**src/rtl/tower_draw_scheduler.sv**
```systemverilog
// rtl/tower_draw_scheduler.sv - tower grid occupancy map and row-major redraw sequencer
// Keeps an 8x6 occupancy map, accepts placements, and steps the sprite drawer through occupied cells.
module tower_draw_scheduler #(
  parameter int GRID_COLS = 8,
  parameter int GRID_ROWS = 6,
  parameter int TIMEOUT   = 1024
) (
  input  logic       clk,
  input  logic       resetn,
  input  logic       place_valid,
  input  logic [3:0] place_x,
  input  logic [3:0] place_y,
  input  logic       clear_all,
  input  logic       redraw_req,
  input  logic       draw_done,
  output logic [3:0] cell_x,
  output logic [3:0] cell_y,
  output logic       draw_start,
  output logic       plot,
  output logic       busy,
  output logic       frame_done,
  output logic       place_ok,
  output logic       place_err,
  output logic       draw_timeout
);
  localparam int CELLS = GRID_COLS * GRID_ROWS;
  localparam int IW    = $clog2(CELLS);
  localparam int TW    = $clog2(TIMEOUT);

  typedef enum logic [2:0] {
    S_IDLE,
    S_SCAN,
    S_LAUNCH,
    S_WAIT,
    S_FINISH
  } state_t;

  state_t           r_state;
  logic [CELLS-1:0] r_map;
  logic [3:0]       r_x;
  logic [3:0]       r_y;
  logic [IW-1:0]    r_idx;
  logic [TW-1:0]    r_tcnt;
  logic             r_pending;
  logic             r_done_q;
  logic             r_draw_start;
  logic             r_plot;
  logic             r_busy;
  logic             r_frame_done;
  logic             r_place_ok;
  logic             r_place_err;
  logic             r_timeout;

  logic             w_place_in;
  logic [IW-1:0]    w_place_idx;
  logic             w_place_acc;
  logic             w_last;
  logic             w_x_wrap;
  logic             w_occ;
  logic             w_rise;
  logic             w_expired;
  logic [3:0]       w_nx;
  logic [3:0]       w_ny;
  logic [IW-1:0]    w_nidx;

  // Out-of-range requests never touch the map, so the index may wrap harmlessly for them
  assign w_place_in  = (int'(place_x) < GRID_COLS) && (int'(place_y) < GRID_ROWS);
  assign w_place_idx = IW'(place_y) * IW'(GRID_COLS) + IW'(place_x);
  assign w_place_acc = place_valid && !clear_all && w_place_in && !r_map[w_place_idx];

  assign w_last    = (r_idx == IW'(CELLS - 1));
  assign w_x_wrap  = (r_x == 4'(GRID_COLS - 1));
  assign w_occ     = r_map[r_idx];
  assign w_rise    = draw_done && !r_done_q;
  assign w_expired = (r_tcnt == TW'(TIMEOUT - 1));
  assign w_nx      = w_x_wrap ? 4'd0 : r_x + 4'd1;
  assign w_ny      = w_x_wrap ? r_y + 4'd1 : r_y;
  assign w_nidx    = r_idx + IW'(1);

  always_ff @(posedge clk) begin
    if (!resetn) begin
      r_map       <= '0;
      r_place_ok  <= 1'b0;
      r_place_err <= 1'b0;
    end else begin
      r_place_ok  <= w_place_acc;
      r_place_err <= place_valid && !w_place_acc;
      if (clear_all) begin
        r_map <= '0;
      end else if (w_place_acc) begin
        r_map[w_place_idx] <= 1'b1;
      end
    end
  end

  always_ff @(posedge clk) begin
    if (!resetn) begin
      r_state      <= S_IDLE;
      r_x          <= 4'd0;
      r_y          <= 4'd0;
      r_idx        <= '0;
      r_tcnt       <= '0;
      r_pending    <= 1'b0;
      r_done_q     <= 1'b0;
      r_draw_start <= 1'b0;
      r_plot       <= 1'b0;
      r_busy       <= 1'b0;
      r_frame_done <= 1'b0;
      r_timeout    <= 1'b0;
    end else begin
      r_done_q     <= draw_done;
      r_draw_start <= 1'b0;
      r_frame_done <= 1'b0;
      if (redraw_req && (r_state != S_IDLE)) begin
        r_pending <= 1'b1;
      end
      case (r_state)
        S_IDLE: begin
          if (redraw_req || r_pending) begin
            r_state   <= S_SCAN;
            r_x       <= 4'd0;
            r_y       <= 4'd0;
            r_idx     <= '0;
            r_pending <= 1'b0;
            r_busy    <= 1'b1;
          end
        end
        S_SCAN: begin
          if (w_occ) begin
            r_state      <= S_LAUNCH;
            r_draw_start <= 1'b1;
          end else if (w_last) begin
            r_state      <= S_FINISH;
            r_frame_done <= 1'b1;
          end else begin
            r_x   <= w_nx;
            r_y   <= w_ny;
            r_idx <= w_nidx;
          end
        end
        S_LAUNCH: begin
          r_tcnt  <= '0;
          r_state <= S_WAIT;
          r_plot  <= 1'b1;
        end
        S_WAIT: begin
          // A hung drawer is abandoned exactly like a completed one so the frame still ends
          if (w_rise || w_expired) begin
            if (!w_rise) begin
              r_timeout <= 1'b1;
            end
            r_plot <= 1'b0;
            if (w_last) begin
              r_state      <= S_FINISH;
              r_frame_done <= 1'b1;
            end else begin
              r_state <= S_SCAN;
              r_x     <= w_nx;
              r_y     <= w_ny;
              r_idx   <= w_nidx;
            end
          end else begin
            r_tcnt <= r_tcnt + TW'(1);
          end
        end
        S_FINISH: begin
          r_state <= S_IDLE;
          r_busy  <= 1'b0;
        end
        default: begin
          r_state <= S_IDLE;
          r_busy  <= 1'b0;
          r_plot  <= 1'b0;
        end
      endcase
    end
  end

  assign cell_x       = r_x;
  assign cell_y       = r_y;
  assign draw_start   = r_draw_start;
  assign plot         = r_plot;
  assign busy         = r_busy;
  assign frame_done   = r_frame_done;
  assign place_ok     = r_place_ok;
  assign place_err    = r_place_err;
  assign draw_timeout = r_timeout;

endmodule

```
**config.mk**
```make
export PLATFORM = sky130hd
export DESIGN_NAME = tower_draw_scheduler
export DESIGN_NICKNAME = d
export VERILOG_FILES = /design/src/rtl/tower_draw_scheduler.sv
export SDC_FILE = /design/constraint.sdc
export NUM_CORES = 1
export LEC_CHECK = 0
export ABC_AREA = 1
export CAP_MARGIN = 20
export CORE_ASPECT_RATIO = 1.75
export CORE_UTILIZATION = 49
export DETAILED_ROUTE_END_ITERATION = 8
export GPL_ROUTABILITY_DRIVEN = 0
export PLACE_DENSITY_LB_ADDON = 0.3
export SLEW_MARGIN = 20
export SYNTH_ARGS = -nofsm -noshare
export SYNTH_HDL_FRONTEND = slang
export SYNTH_SLANG_ARGS = --single-unit
```
**constraint.sdc**
```tcl
create_clock -name clk -period 7.2 [get_ports clk]
set_input_delay 1.8 -clock clk [delete_from_list [all_inputs] [get_ports clk]]
set_output_delay 1.8 -clock clk [all_outputs]
set_load 0.05 [all_outputs]
```
==> results of run 1 <==
==> critical path: stages <==
cell             delay (ns)
clkdlybuf4s50_1        0.63
inv_2                  0.12
nand3_1                0.48
o22ai_1                0.20
nor2_1                 0.12
nand2_1                0.06
nand2_1                0.08
nand2_1                0.07
nor2_2                 0.48
buf_4                  0.46
nand3_1                0.14
a21oi_1                0.17
==> routing by layer <==
| metal | up-vias | track usage | part of all wire |
|---|---|---|---|
| li1 | 2305 | - | - |
| met1 | 2187 | 0.280 | 0.36 |
| met2 | 203 | 0.501 | 0.54 |
| met3 | 43 | 0.0513 | 0.061 |
| met4 | 0 | 0.161 | 0.042 |
| met5 | - | 0 | 0 |
==> area by class of cell <==
cell class	count	area share
repair buffers	32	0.0600
well taps	120	0.0290
clock buffers	12	0.0477
multi-input cells	482	0.453
inverters	98	0.0712
flip-flops and latches	84	0.325
clock inverters	4	0.0140
==> registers in the layout (all words and copies together) (netlist names), 3 cells and up <==
| signal | count |
|---|---|
| r_map | 48 |
| cell_y | 4 |
| r_state | 3 |
| cell_x | 4 |
| r_idx | 6 |
| r_tcnt | 10 |
==> through the flow <==
| stage | instances | hold slack (ns) | instance area [sq um] | power [W] |
|---|---|---|---|---|
| CTS | 832 | 0.472 | 5170 | 0.00160 |
| finish | 832 | 0.470 | 5170 | 0.00160 |
| floorplan | 698 | 0.440 | 4560 | 0.000951 |
| detailed placement | 816 | 0.462 | 4850 | 0.00110 |
| global route | 832 | 0.492 | 5170 | 0.00168 |
| global placement | 816 | 0.448 | 4850 | 0.00109 |
==> final timing paths <==
path,slack [ns],cells after the start,to
max,2.64,12,r_map[27]
min,0.47,1,draw_timeout
max reg2reg,4.36,12,r_idx[1]
min reg2reg,0.47,1,draw_timeout
==> cell usage in the layout, fill, tap and decap left out, types with 4 or more instances in the layout <==
cell type / synthesis / routed
nor2_1: 109 / 109
nand3_1: 105 / 105
nand2_1: 100 / 100
inv_1: 89 / 89
dfxtp_1: 84 / 84
a21oi_1: 76 / 76
clkdlybuf4s50_1: 0 / 28
o22ai_1: 15 / 15
o21ai_0: 15 / 15
nand4_1: 9 / 9
clkbuf_16: 0 / 9
inv_2: 7 / 7
nor3_1: 6 / 6
ha_1: 6 / 6
o21ai_1: 5 / 5
nor3b_1: 5 / 5
o221ai_1: 4 / 4
buf_4: 4 / 4
==> logic make-up (layout without fill, tap and decap cells) <==
logic type                 Yosys count  in the layout  share of synthesized area
and+or+nand+nor                    348            348                      0.339
buffers and inverters              132            146                      0.119
adders and majority gates            6              6                     0.0164
AOI/OAI and AO/OA                  126            126                      0.153
DFF                                 84             84                      0.368
xor gates and xnor gates             2              2                    0.00384
==> synthesized netlist by cell type <==
library cell	instances	area, sq um
a2111oi_0	1	8.76
a31oi_1	1	6.26
nand4_1	9	56.3
and3b_1	1	8.76
nor2_1	109	409
o311ai_0	1	8.76
nor3_1	6	30.0
clkbuf_2	1	5.00
ha_1	6	75.1
a21oi_1	76	380
a221oi_1	1	8.76
clkbuf_1	9	33.8
o22ai_1	15	93.8
o31ai_1	1	7.51
or2_2	1	6.26
o21ai_0	15	75.1
nand3b_1	3	22.5
nor2_2	3	18.8
o211ai_1	1	7.51
a21boi_2	1	11.3
nand3_1	105	526
nand2_2	2	12.5
o21ai_1	5	25.0
nor3b_1	5	37.5
o21bai_1	2	15.0
nor3_4	1	16.3
buf_6	1	11.3
xor2_1	2	17.5
clkinv_1	2	7.51
inv_2	7	26.3
nand2_1	100	375
dfxtp_1	84	1680
o21a_1	2	15.0
o221ai_1	4	35.0
inv_1	89	334
buf_4	4	30.0
buf_2	19	95.1
nand3_2	3	30.0
==> power breakdown <==
group	internal, W	switching, W
clock network	0.000313	0.000186
registers	0.000502	0.0000592
logic	0.000164	0.000376
==> metrics, run 1 <==
status finished, final reports clean; IO buf count 28; Clock Path Buffers 2; share of cells above drive strength 1 0.0506; DP Wirelength 8710 um; number of global-route vias before repair 4501; Tot GR Track Use 0.275; filler instances 905; Nets 727; area of the multi-input gates 2340 sq um; routed length per instance 15.0 um; reg2reg start r_idx[1]; # setup viols final 0; Tmin final 4.56 ns; period utilisation layout 0.633; Initial Utilization 0.505; YS warnings 0; pin count of the biggest net entering global routing 50; Synth Cell Area 4560 sq um; CP arrival 4.82 ns; post-synthesis sequential area ratio 0.368; total congestion overflow 0; final setup margin 2.64 ns; wirelength, routed 12500 um; clock skew 0.00641 ns; 1st-iter DRT viols 312; clock latency at the later pin of the worst-skew pair 0.34 ns; Top-Level Pins 29; Clock Pin Slew Worst Setup and Hold Paths 0.06 ns; max-cap violations 0; first-pass GRT wire length 20300 um; Die X 75.0 um; Hold/Removal Path Class flip-flop to flip-flop; FMAX 0.219 GHz; CP Class input port to flip-flop; crit start category input port; Rows 46; Root Driver clkbuf_16; CTS buffer count 9; number of cells upsized or downsized after cts 0; Final Util 0.572; RSZ-0062 raised after global routing no; slew margin rel. 0.433; pwr/cell area 309 nW/um^2; Syn Inst Count 698; die area 9720 sq um; syn_area_per_cell 6.54 sq um; cts hold-fix bufs 0; Data required, critical path 7.47 ns; synthesized flop and latch total 84; Die Ht 130 um; via count 4738; crit-path max FO 33; Worst setup EP type flip-flop; Final Slew Violations 0; clock sink count 84; H-tree depth 3; Mapped Nets 718; Remaining DRCs 0; initial antenna violation count 0; Critical path origin place_x[0]; Slew @ Worst Pin 0.847 ns; antenna diode count 0; Synth-to-Final Area Change 13.2%; # Post-CTS Setup Buffers 0; peak supply drop 167 uV; CORE AREA 9040 sq um; worst hold path startpoint draw_timeout; TritonRoute pass-1 iters 5; post-DR vias/cell 5.69; Final Hold Viols 0; Synth cell types 38; CTS tree done; DRT antenna net count 0; post-place setup slack 2.39 ns; leakage 1.83 nW; setup TNS 0 ns; FF/Latch Area 1680 sq um
Note: power is estimated with default switching activity, not from simulation.
==> run 2, diff against run 1 <==
clock period = 4.5 ns   (was 7.2 ns; I/O delays follow)
==> run 2 against run 1 <==
Sequential power grew 59%. Final area rose by 0.90%. Clock power is 66% higher. Critical path type unchanged. Critical endpoint is now place_err. Clock skew is 0.00066 ns lower. Hold slack worse by 0.0014 ns. Utilization is 0.51 points higher.
==> metrics, run 2 (synthesis results as in run 1) <==
wirelength, routed 12200 um (-2.0%); number of global-route vias before repair 4487 (-0.31%); clock sink count 84 (unchanged); antenna diode count 0 (unchanged); leakage 1.86 nW (+1.4%); max-cap violations 0 (unchanged); Clock Path Buffers 2 (unchanged); number of cells upsized or downsized after cts 0 (unchanged); Remaining DRCs 0 (unchanged); crit-path max FO 32 (-3.0%); peak supply drop 276 uV (+65%); via count 4677 (-1.3%); total congestion overflow 0 (unchanged); most used cell, CP nand2_1; Hold/Removal Path Class flip-flop to flip-flop; Tot GR Track Use 0.273 (-0.00151); Synth-to-Final Area Change 14.3%; most frequent cells in the layout nor2_1, nand3_1, nand2_1; post-DR vias/cell 5.61 (-1.5%); Root Driver clkbuf_16; Die Ht 130 um (unchanged); # Post-CTS Setup Buffers 0 (unchanged); clock latency at the later pin of the worst-skew pair 0.34 ns (about the same); top layer used by detailed routing met4; first-pass GRT wire length 20100 um (-0.61%); TritonRoute pass-1 iters 6 (+1); max FFs per register 48 (unchanged); Nets 729 (+0.28%); Die X 75.0 um (unchanged); Initial Utilization 0.505 (unchanged); reg2reg end cell_y[0]; H-tree depth 3 (unchanged); Final Slew Violations 0 (unchanged); Rows 46 (unchanged); Slew @ Worst Pin 0.833 ns (-0.0141 ns); initial antenna violation count 0 (unchanged); routed length per instance 14.7 um (-2.3%); die area 9720 sq um (unchanged); dpl cells 818 (+0.25%); pin count of the biggest net entering global routing 49 (-2.0%); Largest delay share family, worst path simple AND/OR/NAND/NOR gates; setup TNS 0 ns (unchanged); CP arrival 3.59 ns (-1.23 ns); Top-Level Pins 29 (unchanged); Routed met3 length 604 um (-21%); biggest regs r_map x48, r_tcnt x10, r_idx x6; largest stage delay on the critical path 0.42 ns (-0.21 ns); crit start category input port; reg2reg start r_idx[0]; worst hold slack 0.469 ns (-0.00141 ns); Data required, critical path 4.72 ns (-2.75 ns); FMAX 0.297 GHz; Tmin final 3.37 ns; Largest Register r_map; Final Hold Viols 0 (unchanged); clock skew 0.00575 ns (-0.000656 ns); Met1 Wirelength 4670 um (+3.7%); CTS tree done; Buf+Inv Stages, Crit Path 3 (unchanged); cts hold-fix bufs 0 (unchanged); Clock Pin Slew Worst Setup and Hold Paths 0.06 ns (about the same); IO buf count 28 (unchanged); # setup viols final 0 (unchanged); worst reg-to-reg setup slack 1.79 ns (-2.57 ns); 1st-iter DRT viols 292 (-6.4%); most common cell after layout, fill and taps aside nor2_1; Worst setup EP type flip-flop; R2R depth 14 (+2); Final Non-Filler Cells 834 (+0.24%); cell breakdown of the critical path clkdlybuf4s50_1 -> ha_1 -> ha_1 -> or2_2 -> nand2_1 -> inv_1 -> nand3_1 -> o21ai_1 -> nor2_2 -> buf_4 -> nand2_1 -> nand2_1 -> nor2_1; status finished, final reports clean; CP Capture Point place_err; CORE AREA 9040 sq um (unchanged); share of cells above drive strength 1 0.0546 (+0.00406); Worst path depth 13 (+1); RSZ-0062 raised after global routing no; CP Class input port to flip-flop; met2 WL 6530 um (-2.7%); period utilisation layout 0.749; DRT antenna net count 0 (unchanged); slew margin rel. 0.443 (+0.00942); Critical path origin place_x[3]; Worst path slowest cell clkdlybuf4s50_1; CTS buffer count 9 (unchanged); DP Wirelength 8530 um (-2.1%); pwr/cell area 498 nW/um^2 (+61%)
-- run 2: cell types whose count changed in the layout (fill, tap and decap cells not counted), sizes merged --
cell / change
clkinv: -1
clkbuf: +1
buf: +2
-- run 2: how the worst min path moves through the flow --
stage          cells after the start            to          from  slack (ns)
3_5_place_dp                       1     r_tcnt[9]     r_tcnt[9]        0.46
5_1_grt                            1  draw_timeout  draw_timeout        0.49
2_1_floorplan                      1     r_tcnt[9]     r_tcnt[9]        0.44
3_3_place_gp                       1     r_tcnt[9]     r_tcnt[9]        0.45
6_report                           1     r_tcnt[9]     r_tcnt[9]        0.47
4_1_cts                            2     r_map[44]     r_map[44]        0.47
-- run 2: per-layer routing --
layer,global-route usage,up-vias
met5,0,-
met4,0.139,0
met3,0.0474,35
met2,0.503,151
met1,0.285,2186
li1,-,2305
-- run 2: power by group --
part | switching [W] | internal, W
Sequential | 0.0000908 | 0.000803
Combinational | 0.000612 | 0.000267
Clock | 0.000296 | 0.000532
-- run 2: area by class of cell --
class | instances | area [sq um]
fill | 914 | 3820
inverter | 98 | 368
sequential | 84 | 1680
timing repair buffer | 34 | 338
multi-input combinational | 482 | 2340
clock inverter | 3 | 67.6
tap | 120 | 150
clock buffer | 13 | 270
-- run 2: stage by stage --
stage / util / area (sq um) / setup WS, ns / total power (W)
after floorplan: - / 4560 / 1.58 / 0.00152
after global placement: 0.540 / 4880 / 0.870 / 0.00176
after detailed placement: 0.540 / 4880 / 0.818 / 0.00177
after CTS: 0.577 / 5220 / 1.17 / 0.00261
after global routing: 0.577 / 5220 / 0.861 / 0.00274
final: 0.577 / 5220 / 1.13 / 0.00260
==> run 3, diff against run 2 <==
clock period = 3.46 ns   (was 4.5 ns; I/O delays follow)
==> run 3 against run 2 <==
Hold slack worse by 0.0038 ns. Clock power grew 34%. Flip-flop and latch count stayed put.
==> metrics, run 3 (synthesis results as in run 1) <==
status finished, final reports clean; CTS tree done; switching share of power 0.378 (-0.00559); sequential share of power 0.326 (-0.018); reg2reg start r_idx[0]; cts hold-fix bufs 0 (unchanged); most common cell after layout, fill and taps aside nor2_1; wirelength, routed 12600 um (+3.0%); Rows 46 (unchanged); Die Ht 130 um (unchanged); Hold/Removal Path Class flip-flop to flip-flop; area of the multi-input gates 2340 sq um (unchanged); Worst path depth 13 (unchanged); # setup viols final 0 (unchanged); Root Driver clkbuf_16; H-tree depth 3 (unchanged); 1st-iter DRT viols 316 (+8.2%); met2 Use GR 0.484 (-0.0196); CORE AREA 9040 sq um (unchanged); clock skew 0.00743 ns (+0.00168 ns); Remaining DRCs 0 (unchanged); first-pass GRT wire length 20500 um (+1.9%); peak supply drop 332 uV (+20%); antenna diode count 0 (unchanged); crit-path max FO 16 (-50%); TritonRoute pass-1 iters 5 (-1); Tot GR Track Use 0.281 (+0.00773); DP Area 4970 sq um (+1.9%); Final Hold Viols 0 (unchanged); Buf+Inv Stages, Crit Path 4 (+1); Largest Register r_map; share of cells above drive strength 1 0.0677 (+0.0131); pin count of the biggest net entering global routing 50 (+2.0%); Critical path origin place_x[2]; period utilisation layout 0.840; leakage 1.91 nW (+2.9%); number of cells upsized or downsized after cts 0 (unchanged); max FFs per register 48 (unchanged); DP Wirelength 8780 um (+2.9%); FMAX 0.344 GHz; Tmin final 2.91 ns; reg2reg end cell_y[0]; filler instances 883 (-3.4%); Initial Utilization 0.505 (unchanged); Final Cell Area 5310 sq um (+1.9%); Psw 0.00130 W (+31%); crit start category input port; setup TNS 0 ns (unchanged); pwr/cell area 648 nW/um^2 (+30%); Data required, critical path 3.74 ns (-0.98 ns); CP arrival 3.19 ns (-0.40 ns); post-DR vias/cell 5.64 (+0.55%); Die X 75.0 um (unchanged); routed length per instance 14.9 um (+1.8%); Clock Pin Slew Worst Setup and Hold Paths 0.06 ns (about the same); Worst path slowest cell clkdlybuf4s50_1; CTS buffer count 9 (unchanged); largest stage delay on the critical path 0.65 ns (+0.23 ns); IO buf count 28 (unchanged); Worst setup EP type flip-flop; RSZ-0062 raised after global routing no; clock sink count 84 (unchanged); Combinational Power Share 0.352 (+0.014); clock latency at the later pin of the worst-skew pair 0.35 ns (about the same); Slew @ Worst Pin 0.510 ns (-0.323 ns); busiest layer in global routing met2; worst hold slack 0.465 ns (-0.00379 ns); CP Capture Point r_map[11]; cell breakdown of the critical path clkdlybuf4s50_1 -> inv_2 -> nand3_1 -> buf_4 -> o22ai_1 -> nor2_1 -> nand3b_1 -> nand2_1 -> nand2_1 -> nor2_2 -> buf_4 -> nand3_1 -> a21oi_1; FF/Latch Area 1680 sq um (unchanged); grt met1 use 0.296 (+0.0106); Internal Power 0.00214 W (+34%); worst reg-to-reg setup slack 1.07 ns (-0.72 ns); CP Class input port to flip-flop; Synth-to-Final Area Change 16.4%; slew margin rel. 0.651 (+0.209); Final Slew Violations 0 (unchanged); GRT met3 Usage 0.0599 (+0.0124); Nets 740 (+1.5%); Clock Path Buffers 2 (unchanged); via count 4759 (+1.8%); most frequent cells in the layout nor2_1, nand3_1, nand2_1; initial antenna violation count 0 (unchanged); clock power share 0.322 (+0.004); DRT antenna net count 0 (unchanged); total congestion overflow 0 (unchanged); max-cap violations 0 (unchanged); Largest delay share family, worst path buffers and inverters; biggest regs r_map x48, r_tcnt x10, r_idx x6; R2R depth 13 (-1); Top-Level Pins 29 (unchanged); number of global-route vias before repair 4467 (-0.45%); die area 9720 sq um (unchanged); # Post-CTS Setup Buffers 0 (unchanged)
[run 3: changes by cell type in the layout (fill, tap and decap cells not counted), sizes merged]
cell and delta:
clkbuf -2, buf +11, bufinv +1
[run 3: layout make-up]
cell class / count / area share
well taps: 120 / 0.0283
inverters: 98 / 0.0692
repair buffers: 45 / 0.0815
flip-flops and latches: 84 / 0.317
multi-input cells: 482 / 0.440
clock inverters: 4 / 0.0184
clock buffers: 11 / 0.0457
[run 3: worst min path at each step]
stage,start,to,slack [ns],cells after the start
2_1_floorplan,r_tcnt[9],r_tcnt[9],0.44,1
3_3_place_gp,r_tcnt[9],r_tcnt[9],0.45,1
3_5_place_dp,r_tcnt[9],r_tcnt[9],0.46,1
4_1_cts,r_tcnt[9],r_tcnt[9],0.47,1
5_1_grt,r_tcnt[9],r_tcnt[9],0.49,1
6_report,r_tcnt[9],r_tcnt[9],0.47,1
[run 3: stage by stage]
stage / instances / util / worst slack [ns] / power (W)
after floorplan: 698 / - / 0.797 / 0.00198
after global routing: 844 / 0.588 / 0.417 / 0.00364
final: 844 / 0.588 / 0.553 / 0.00344
after detailed placement: 829 / 0.550 / 0.259 / 0.00234
after global placement: 829 / 0.550 / 0.326 / 0.00231
after CTS: 844 / 0.588 / 0.602 / 0.00344
[run 3: power groups by stage]
stage | clock network [W] | logic, W | registers [W]
2_1_floorplan | 0 | 0.000702 | 0.00128
3_3_place_gp | 0 | 0.00118 | 0.00114
3_5_place_dp | 0 | 0.00119 | 0.00114
4_1_cts | 0.00112 | 0.00120 | 0.00112
5_1_grt | 0.00117 | 0.00133 | 0.00113
6_report | 0.00111 | 0.00121 | 0.00112
[run 3: routing by layer]
layer,up-vias,part of all wire
met5,-,0
met3,52,0.063
met4,0,0.057
met1,2174,0.36
met2,201,0.52
li1,2332,-
